<file path="src/rtl/zscale_host_mailbox_if.sv">
// Core MMIO bus and host tohost/fromhost streams for the Zscale mailbox.
// slave = mailbox side, master = core/host side.
interface zscale_host_mailbox_if #(
  parameter int ADDR_W = 32
);
  logic              io_req_valid;
  logic              io_req_ready;
  logic [ADDR_W-1:0] io_req_addr;
  logic              io_req_write;
  logic [31:0]       io_req_wdata;
  logic              io_resp_valid;
  logic [31:0]       io_resp_rdata;
  logic              io_tohost_valid;
  logic              io_tohost_ready;
  logic [31:0]       io_tohost_bits;
  logic              io_fromhost_valid;
  logic              io_fromhost_ready;
  logic [31:0]       io_fromhost_bits;
  logic              io_exit_valid;
  logic [30:0]       io_exit_code;
  logic              io_wdog_fire;

  modport slave (
    input  io_req_valid,
    input  io_req_addr,
    input  io_req_write,
    input  io_req_wdata,
    input  io_tohost_ready,
    input  io_fromhost_valid,
    input  io_fromhost_bits,
    output io_req_ready,
    output io_resp_valid,
    output io_resp_rdata,
    output io_tohost_valid,
    output io_tohost_bits,
    output io_fromhost_ready,
    output io_exit_valid,
    output io_exit_code,
    output io_wdog_fire
  );

  modport master (
    output io_req_valid,
    output io_req_addr,
    output io_req_write,
    output io_req_wdata,
    output io_tohost_ready,
    output io_fromhost_valid,
    output io_fromhost_bits,
    input  io_req_ready,
    input  io_resp_valid,
    input  io_resp_rdata,
    input  io_tohost_valid,
    input  io_tohost_bits,
    input  io_fromhost_ready,
    input  io_exit_valid,
    input  io_exit_code,
    input  io_wdog_fire
  );
endinterface

</file>
<file path="src/rtl/zscale_host_mailbox.sv">
// Zscale tohost/fromhost mailbox with exit decode and 1-cycle MMIO response.
// Optional tohost stall watchdog enabled by defining ZSCALE_MBOX_WDOG_EN.
module zscale_host_mailbox #(
  parameter int                ADDR_W      = 32,
  parameter logic [ADDR_W-1:0] BASE_ADDR   = 'h0000_1000,
  parameter int unsigned       WDOG_CYCLES = 65535
) (
  input logic                  clk,
  input logic                  reset,
  zscale_host_mailbox_if.slave io
);

  typedef enum logic {
    S_IDLE,
    S_RESP
  } state_e;

  localparam logic [ADDR_W-1:0] TO_A = BASE_ADDR;
  localparam logic [ADDR_W-1:0] FH_A = BASE_ADDR + ADDR_W'(4);
  localparam logic [ADDR_W-1:0] ST_A = BASE_ADDR + ADDR_W'(8);

  state_e      state_q, state_d;
  logic [31:0] rdata_q, rdata_d;
  logic        to_full_q, to_full_d;
  logic [31:0] to_data_q, to_data_d;
  logic        fh_full_q, fh_full_d;
  logic [31:0] fh_data_q, fh_data_d;
  logic        exit_valid_q, exit_valid_d;
  logic [30:0] exit_code_q, exit_code_d;

  logic        sel_to;
  logic        sel_fh;
  logic        sel_st;
  logic        wr_to;
  logic        acc;
  logic        pop;
  logic        push;
  logic        wdog_fire;
  logic [31:0] status;

  // Word-address decode; byte offset bits are ignored.
  always_comb begin
    sel_to = io.io_req_addr[ADDR_W-1:2] == TO_A[ADDR_W-1:2];
    sel_fh = io.io_req_addr[ADDR_W-1:2] == FH_A[ADDR_W-1:2];
    sel_st = io.io_req_addr[ADDR_W-1:2] == ST_A[ADDR_W-1:2];
    wr_to  = io.io_req_write && sel_to;
  end

  assign io.io_req_ready = (state_q == S_IDLE)
                         && !(wr_to && to_full_q);

  assign acc  = io.io_req_valid && io.io_req_ready;
  assign pop  = to_full_q && io.io_tohost_ready;
  assign push = io.io_fromhost_valid && !fh_full_q;

  assign status = {29'b0, wdog_fire, fh_full_q, to_full_q};

  // Next-state for the request FSM, slots and sticky exit state.
  always_comb begin
    state_d      = acc ? S_RESP : S_IDLE;
    rdata_d      = '0;
    to_full_d    = to_full_q;
    to_data_d    = to_data_q;
    fh_full_d    = fh_full_q;
    fh_data_d    = fh_data_q;
    exit_valid_d = exit_valid_q;
    exit_code_d  = exit_code_q;

    if (acc && !io.io_req_write) begin
      unique case (1'b1)
        sel_to:  rdata_d = to_data_q;
        sel_fh:  rdata_d = fh_full_q ? fh_data_q : '0;
        sel_st:  rdata_d = status;
        default: rdata_d = '0;
      endcase
    end

    if (pop) begin
      to_full_d = 1'b0;
      if (to_data_q[0] && !exit_valid_q) begin
        exit_valid_d = 1'b1;
        exit_code_d  = to_data_q[31:1];
      end
    end

    if (acc && io.io_req_write && sel_to) begin
      to_full_d = 1'b1;
      to_data_d = io.io_req_wdata;
    end

    // Push needs an empty slot and clear needs a full one, so they never
    // collide; a push offered during the clearing read waits a cycle.
    if (push) begin
      fh_full_d = 1'b1;
      fh_data_d = io.io_fromhost_bits;
    end

    if (acc && !io.io_req_write && sel_fh && fh_full_q) begin
      fh_full_d = 1'b0;
    end
  end

  // Mailbox state registers.
  always_ff @(posedge clk or negedge reset) begin
    if (!reset) begin
      state_q      <= S_IDLE;
      rdata_q      <= '0;
      to_full_q    <= 1'b0;
      to_data_q    <= '0;
      fh_full_q    <= 1'b0;
      fh_data_q    <= '0;
      exit_valid_q <= 1'b0;
      exit_code_q  <= '0;
    end else begin
      state_q      <= state_d;
      rdata_q      <= rdata_d;
      to_full_q    <= to_full_d;
      to_data_q    <= to_data_d;
      fh_full_q    <= fh_full_d;
      fh_data_q    <= fh_data_d;
      exit_valid_q <= exit_valid_d;
      exit_code_q  <= exit_code_d;
    end
  end

`ifdef ZSCALE_MBOX_WDOG_EN
  logic [31:0] wdog_cnt_q, wdog_cnt_d;
  logic        wdog_fire_q, wdog_fire_d;

  // Count cycles the host leaves a pending word untaken; saturate at limit.
  always_comb begin
    wdog_cnt_d  = wdog_cnt_q;
    wdog_fire_d = wdog_fire_q;
    if (pop) begin
      wdog_cnt_d = '0;
    end else if (to_full_q && !io.io_tohost_ready) begin
      if (wdog_cnt_q != WDOG_CYCLES) begin
        wdog_cnt_d = wdog_cnt_q + 32'd1;
      end
    end
    if (wdog_cnt_d == WDOG_CYCLES) begin
      wdog_fire_d = 1'b1;
    end
  end

  // Watchdog registers.
  always_ff @(posedge clk or negedge reset) begin
    if (!reset) begin
      wdog_cnt_q  <= '0;
      wdog_fire_q <= 1'b0;
    end else begin
      wdog_cnt_q  <= wdog_cnt_d;
      wdog_fire_q <= wdog_fire_d;
    end
  end

  assign wdog_fire = wdog_fire_q;
`else
  // No watchdog: constant 0 (the parameter term folds away).
  assign wdog_fire = 1'b0 & (WDOG_CYCLES != 0);
`endif

  assign io.io_resp_valid     = (state_q == S_RESP);
  assign io.io_resp_rdata     = rdata_q;
  assign io.io_tohost_valid   = to_full_q;
  assign io.io_tohost_bits    = to_data_q;
  assign io.io_fromhost_ready = !fh_full_q;
  assign io.io_exit_valid     = exit_valid_q;
  assign io.io_exit_code      = exit_code_q;
  assign io.io_wdog_fire      = wdog_fire;

endmodule

</file>
<file path="src/flat_wrapper.sv">
// flat-port wrapper written by rule: the top's interface ports become plain ports
module zscale_host_mailbox_flat 
#(
  parameter int                ADDR_W      = 32,
  parameter logic [ADDR_W-1:0] BASE_ADDR   = 'h0000_1000,
  parameter int unsigned       WDOG_CYCLES = 65535
)
  (clk, reset, io_io_req_valid, io_io_req_addr, io_io_req_write, io_io_req_wdata, io_io_tohost_ready, io_io_fromhost_valid, io_io_fromhost_bits, io_io_req_ready, io_io_resp_valid, io_io_resp_rdata, io_io_tohost_valid, io_io_tohost_bits, io_io_fromhost_ready, io_io_exit_valid, io_io_exit_code, io_io_wdog_fire);
  zscale_host_mailbox_if #(.ADDR_W(ADDR_W)) io_i ();
  input logic clk;
  input logic reset;
  input wire logic [$bits(io_i.io_req_valid)-1:0] io_io_req_valid;
  input wire logic [$bits(io_i.io_req_addr)-1:0] io_io_req_addr;
  input wire logic [$bits(io_i.io_req_write)-1:0] io_io_req_write;
  input wire logic [$bits(io_i.io_req_wdata)-1:0] io_io_req_wdata;
  input wire logic [$bits(io_i.io_tohost_ready)-1:0] io_io_tohost_ready;
  input wire logic [$bits(io_i.io_fromhost_valid)-1:0] io_io_fromhost_valid;
  input wire logic [$bits(io_i.io_fromhost_bits)-1:0] io_io_fromhost_bits;
  output wire logic [$bits(io_i.io_req_ready)-1:0] io_io_req_ready;
  output wire logic [$bits(io_i.io_resp_valid)-1:0] io_io_resp_valid;
  output wire logic [$bits(io_i.io_resp_rdata)-1:0] io_io_resp_rdata;
  output wire logic [$bits(io_i.io_tohost_valid)-1:0] io_io_tohost_valid;
  output wire logic [$bits(io_i.io_tohost_bits)-1:0] io_io_tohost_bits;
  output wire logic [$bits(io_i.io_fromhost_ready)-1:0] io_io_fromhost_ready;
  output wire logic [$bits(io_i.io_exit_valid)-1:0] io_io_exit_valid;
  output wire logic [$bits(io_i.io_exit_code)-1:0] io_io_exit_code;
  output wire logic [$bits(io_i.io_wdog_fire)-1:0] io_io_wdog_fire;
  assign io_i.io_req_valid = io_io_req_valid;
  assign io_i.io_req_addr = io_io_req_addr;
  assign io_i.io_req_write = io_io_req_write;
  assign io_i.io_req_wdata = io_io_req_wdata;
  assign io_i.io_tohost_ready = io_io_tohost_ready;
  assign io_i.io_fromhost_valid = io_io_fromhost_valid;
  assign io_i.io_fromhost_bits = io_io_fromhost_bits;
  assign io_io_req_ready = io_i.io_req_ready;
  assign io_io_resp_valid = io_i.io_resp_valid;
  assign io_io_resp_rdata = io_i.io_resp_rdata;
  assign io_io_tohost_valid = io_i.io_tohost_valid;
  assign io_io_tohost_bits = io_i.io_tohost_bits;
  assign io_io_fromhost_ready = io_i.io_fromhost_ready;
  assign io_io_exit_valid = io_i.io_exit_valid;
  assign io_io_exit_code = io_i.io_exit_code;
  assign io_io_wdog_fire = io_i.io_wdog_fire;
  zscale_host_mailbox #(.ADDR_W(ADDR_W), .BASE_ADDR(BASE_ADDR), .WDOG_CYCLES(WDOG_CYCLES)) u_core (.clk(clk), .reset(reset), .io(io_i));
endmodule
</file>
<file path="config.mk">
export PLATFORM = sky130hd
export DESIGN_NAME = zscale_host_mailbox_flat
export DESIGN_NICKNAME = d
export VERILOG_FILES = /design/src/rtl/zscale_host_mailbox_if.sv /design/src/rtl/zscale_host_mailbox.sv /design/src/flat_wrapper.sv
export SDC_FILE = /design/constraint.sdc
export NUM_CORES = 1
export LEC_CHECK = 0
export CORE_MARGIN = 10
export CORE_UTILIZATION = 44
export DETAILED_ROUTE_END_ITERATION = 12
export GPL_TIMING_DRIVEN = 0
export HOLD_SLACK_MARGIN = 0.15
export PLACE_DENSITY = 0.83
export RECOVER_POWER = 25
export REMOVE_ABC_BUFFERS = 1
export SETUP_SLACK_MARGIN = 0.4
export SKIP_LAST_GASP = 1
export SYNTH_ARGS = -nofsm -noshare
export SYNTH_HDL_FRONTEND = slang
export SYNTH_SLANG_ARGS = --single-unit
</file>
<file path="constraint.sdc">
create_clock -name clk -period 1.9 [get_ports clk]
set_input_delay 0.19 -clock clk [delete_from_list [all_inputs] [get_ports clk]]
set_output_delay 0.19 -clock clk [all_outputs]
set_load 0.01 [all_outputs]
</file>
## Word level (Yosys, flattened, before mapping)

Index checks and enable logic that the tools add are counted.

| storage, ports and cells | value |
|---|---|
| output and inout port bits | 101 |
| input port bits | 102 |
| bits in registers | 131 |

| operators by class | value |
|---|---|
| bitwise gates (word level) | 1 |
| mux-type cells | 8 |
| reduce and logical (&&, ||, !) cells | 19 |
| eq/ne operators | 3 |

Operator list:

| kind | count |
|---|---|
| $pmux W32 S3 | 1 |
| $eq A30 B11 Y1 const B | 3 |
| $mux W32 | 2 |
| $logic_and A1 B1 Y1 | 12 |
| $mux W1 | 5 |
| $logic_not A1 Y1 | 4 |
| $reduce_bool A2 Y1 | 2 |
| $reduce_and A2 Y1 | 1 |
| $not A1 Y1 | 1 |

## Depth between registers and ports, before layout

| depth | value |
|---|---|
| depth in word-level cells | 10 |
| gate-level depth with buffers | 6 |
| mapped depth without buffers | 4 |

## Worst setup path before layout

Ideal clock, no wire load.

| timing path | value |
|---|---|
| kind | input port to flip-flop |
| start point | input port io_io_req_addr[16] |
| end point | register u_core.to_data_q[10], in the netlist u_core.io.io_tohost_bits[10] |
| library setup time | 0.125 ns |
| stages | 5 |
| arrival time | 1.627 ns |
| required time | 1.775 ns |
| path slack | 0.148 ns |
| path through | nor4_1 -> nand4_1 -> nor4b_4 -> buf_6 -> mux2_4 |

| between the ends | value |
|---|---|
| cells in the longest elaborated chain, start to end | 8 |

Ends and longest elaborated chain:

| element | RTL line | source |
|---|---|---|
| start, declared | flat_wrapper.sv:13 | `input wire logic [$bits(io_i.io_req_addr)-1:0] io_io_req_addr;` |
| $eq A30 B11 Y1 * | zscale_host_mailbox.sv:43 | `sel_to = io.io_req_addr[ADDR_W-1:2] == TO_A[ADDR_W-1:2];` |
| $logic_and A1 B1 Y1 | zscale_host_mailbox.sv:46 | `wr_to = io.io_req_write && sel_to;` |
| $logic_and A1 B1 Y1 | zscale_host_mailbox.sv:50 | `&& !(wr_to && to_full_q);` |
| $logic_not A1 Y1 | zscale_host_mailbox.sv:50 |  |
| $logic_and A1 B1 Y1 | zscale_host_mailbox.sv:50 |  |
| $logic_and A1 B1 Y1 | zscale_host_mailbox.sv:52 | `assign acc = io.io_req_valid && io.io_req_ready;` |
| $logic_and A1 B1 Y1 | zscale_host_mailbox.sv:86 | `if (acc && io.io_req_write && sel_to) begin` |
| $logic_and A1 B1 Y1 * | zscale_host_mailbox.sv:86 |  |
| end signal, assigned | zscale_host_mailbox.sv:118 | `to_data_q <= to_data_d;` |
| end, declared | zscale_host_mailbox.sv:25 | `logic [31:0] to_data_q, to_data_d;` |

Mark *: on every way between the ends. The rest lies on a longest branch, timed or not.
A chain may end at the register's enable or synchronous reset.

## Worst setup path in the final report

| timing path | value |
|---|---|
| start point | input port io_io_req_addr[22] |
| end point | register u_core.to_data_q[10], in the netlist u_core.io.io_tohost_bits[10] |

The elaborated chain is that of the path after synthesis.

==> reports/results.txt <==
Initial antenna violation count: 0. The synthesized design contains 0 enable-type register cells. Max-cap violations in this run came to 0. On the final layout, the worst clock skew is 0.0103 ns.

The pin count of the biggest net entering global routing is 85. By area the synthesized netlist is led by dfrtp_1 63%, mux2_2 14%, mux2_4 8.4%. The post-synthesis sequential element count works out to 131. After layout, the worst path uses 91.6% of the clock period. The tools report the startpoint type of the worst setup path as an input pin. In this run the cell area measured after placement is 7370 um2. The synthesized instance count is 346, and the clock period minus final worst setup slack is 1.74 ns. Internal power comes to 5220 uW. In this run, the clock network consumes 49.3% of the power.

Class of the worst hold path: in -> async. The worst setup margin is 0.160 ns. Setup violations remaining at the end of the flow were counted as 0. For the sequential share of power, the log shows 44.2%. The power density over cell area is 796 nW/um2, and the proportion of register bits with asynchronous set or reset after synthesis is 100%. The die covers 16500 um2.

Net switching is 21.0% of the power. Of the synthesized area, sequential elements account for 63.2%. After detailed routing, the wire length on met1 is 6.35 mm. The logs give 3848 for the vias after detailed routing and 36.6% for the relative slew slack. In the synthesized netlist the dominant register cell turns out to be dfrtp_1.

The critical path is of the in -> reg type. After clock tree synthesis, the clock-pin slew on the worst setup and hold paths is 0.06 ns. The tools report the max-slew violation count as 0. The total length of routed met2 wires is 8.80 mm, and the worst slack on hold paths is 0.286 ns. The initialized floorplan defines 39 standard-cell rows.

The clock reaches the later pin of the worst-skew pair after 0.41 ns. The wire length of the first global-routing pass is 25.5 mm. Of the post-synthesis cell area, the dominant cell type holds 63.2%. The type of destination of the critical path is a flip-flop.

The highest layer used for signal routing was met4. The top fanout value on the critical path is 5, and the arrival time at the worst endpoint is 2.03 ns. The die is 129 um tall.

TritonCTS built the clock tree. X dimension of the die: 129 um. The clock tree root buffer cell was clkbuf_16. The flow ran to the end, and the final reports show no timing, DRC or antenna violations. The required time of the critical path was 2.19 ns. The logs give 1.25 mm for the total met3 wirelength after detailed routing and 249 for the detailed router's first-iteration violation count. The logs give 4 for the length of the first detailed-routing pass in iterations and 4375 for the number of global-route vias before repair.

Combinational cells account for 6.6% of the total power. By count the netlist is led by 131 x dfrtp_1, 66 x mux2_2, 33 x nor2_1, 30 x a22oi_1, 29 x mux2_4. 203 I/O pins were placed. The number of antenna repair diodes is 0. Once the floorplan was initialized, standard cells occupied 45.2% of the core. The clock tree synthesis step divided the H-tree into 4 levels. The worst-case IR drop observed on VDD is 617 uV. The number of CTS-inserted buffers was 17; the total standard cell area after synthesis was 5190 um2. Dividing the synthesized area by the synthesized cell count gives 15.0 um2. The final-stage net count was 681; the vias per cell was 5.24. For the global placer's final weighted congestion, the log shows 0.735. No sink is reached through more buffers than the 2 on the longest clock path.

The tools report the worst setup slack after placement as -1.42 ns. The final-layout fill cell count was 773; the number of unique standard cell types used by synthesis was 30. By instance count, the leading cell after synthesis is dfrtp_1.

Dividing the detail-routed wire length by the instance count gives 22.6 um. Detailed placement finished with a half-perimeter wire length of 10.7 mm. The logs give 0 for the total number of yosys warnings and 11500 um2 for the core area. The leakage power figure was 0.00427 uW. For the aggregate routed wire length, the log shows 16.6 mm. The post-route standard cell area excluding fillers was 8300 um2; the number of design rule violations left after detail routing was 0.

Setup repair after global routing could not meet its margin everywhere. The final hold violation count is 0. The count of buffers inserted at the top-level ports is 199, and the slew at the pin closest to its max-slew limit is 0.949 ns. For this design the total switching power over the nets is 1390 uW. The run gives 19.8% as the global-route usage over all layers. Once detail routing completed, the nets flagged for antenna violations numbered 0. The share of layout cells above drive strength 1 was 30.9%. The biggest area contributor in the post-synthesis netlist is dfrtp_1. The highest clock frequency the design can meet is 575 MHz, and the leftover overflow at the end of global routing is 0. The sink count of the clock tree came out at 131. Relative to the synthesized area, the layout overhead comes to 60.0%.
[what timing repair did]
| item | in CTS | in global routing |
|---|---|---|
| cloned | 4 | 0 |
| hold endpoints to repair | 47 | 0 |
| resized for setup | 146 | 29 |
| pin swaps | 13 | 8 |
| hold buffers | 1 | 0 |
| setup buffers | 24 | 1 |
| endpoints found under the setup margin | 187 | 115 |
[routing by layer]
metal | vias up | GRT usage (%)
li1 | 1703 | -
met1 | 1996 | 22.0
met2 | 131 | 35.0
met3 | 18 | 7.35
met4 | 0 | 5.11
met5 | - | 0
[cell usage in the layout, fill, tap and decap left out, types with 2 or more instances in the layout]
cell             count
buf_12               8
buf_2                2
buf_6                9
nor2_4               3
nor4_1               2
clkinv_2             4
or2_4                2
dlymetal6s2s_1      11
buf_16               3
clkbuf_1             6
clkinvlp_4           3
nand2_1              2
clkdlybuf4s25_1      7
a41oi_1              2
dfrtp_1            131
buf_8                3
dlygate4sd2_1       87
mux2_2              63
buf_4               12
a22oi_1             30
clkdlybuf4s15_1     13
nor4_2               4
clkdlybuf4s50_1     76
bufinv_16            3
nor2_2               6
clkbuf_16           17
nor2_1              30
mux2_4              32
mux2i_1              2
[state kept, by name, indices dropped and copies added (netlist names)]
name,cells
u_core.io.io_exit_code,31
u_core.io.io_tohost_bits,32
u_core.io.io_resp_valid,1
u_core.io.io_resp_rdata,32
u_core.fh_data_q,32
u_core.io.io_exit_valid,1
u_core.fh_full_q,1
u_core.io.io_tohost_valid,1
[power by group through the flow]
stage | combinational, uW | clock [uW] | sequential [uW]
3_3_place_gp | 403 | 0 | 2960
2_1_floorplan | 121 | 0 | 2950
3_5_place_dp | 435 | 0 | 2960
5_1_grt | 470 | 3420 | 2930
4_1_cts | 438 | 3290 | 2920
6_report | 435 | 3260 | 2920
[logic make-up (layout without fill, tap and decap cells)]
logic type / Yosys count / after routing / share of synthesized area, %
flip-flops: 131 / 131 / 63.2
multiplexers: 97 / 97 / 23.1
AND/OR/NAND/NOR: 57 / 59 / 5.69
AO/OA/AOI/OAI: 36 / 36 / 5.23
buffers and inverters: 24 / 268 / 2.70
other: 1 / 1 / 0.0723
[per-stage QoR]
step	util, %	TNS [ns]	power, uW	instances
floorplan	-	-96.40	3070	324
global placement	63.0	-842.75	3360	666
detailed placement	64.2	-71.22	3400	673
CTS	72.1	0	6650	734
global route	72.4	0	6810	735
finish	72.4	0	6610	735
[area by class of cell]
cell class / count / area (um2) / area share [%]
Clock buffer: 22 / 454 / 5.47
Clock inverter: 10 / 133 / 1.60
Inverter: 2 / 7.51 / 0.0905
Multi-Input combinational cell: 193 / 1880 / 22.7
Sequential cell: 131 / 3280 / 39.5
Tap cell: 143 / 179 / 2.16
Timing Repair Buffer: 234 / 2370 / 28.5
[critical path: stages]
cell	delay (ns)
dlygate4sd2_1	0.24
nor4_2	0.26
nand3_1	0.14
buf_4	0.17
nor4b_4	0.33
buf_6	0.18
buf_6	0.10
buf_12	0.11
mux2_4	0.30
[final timing paths]
check / from / to / slack [ns] / cells after the start
max in group asynchronous: reset / u_core.io.io_exit_code[19] / 0.52 / 3
min in group clk: io_io_req_addr[4] / u_core.fh_full_q / 0.35 / 6
max: io_io_req_addr[22] / u_core.io.io_tohost_bits[10] / 0.16 / 9
min: reset / u_core.io.io_resp_rdata[13] / 0.29 / 2
min reg2reg: u_core.io.io_exit_code[1] / u_core.io.io_exit_code[1] / 0.50 / 1
max reg2reg: u_core.io.io_resp_valid / u_core.io.io_tohost_bits[10] / 0.17 / 7
Note: power is estimated with default switching activity, not from simulation.
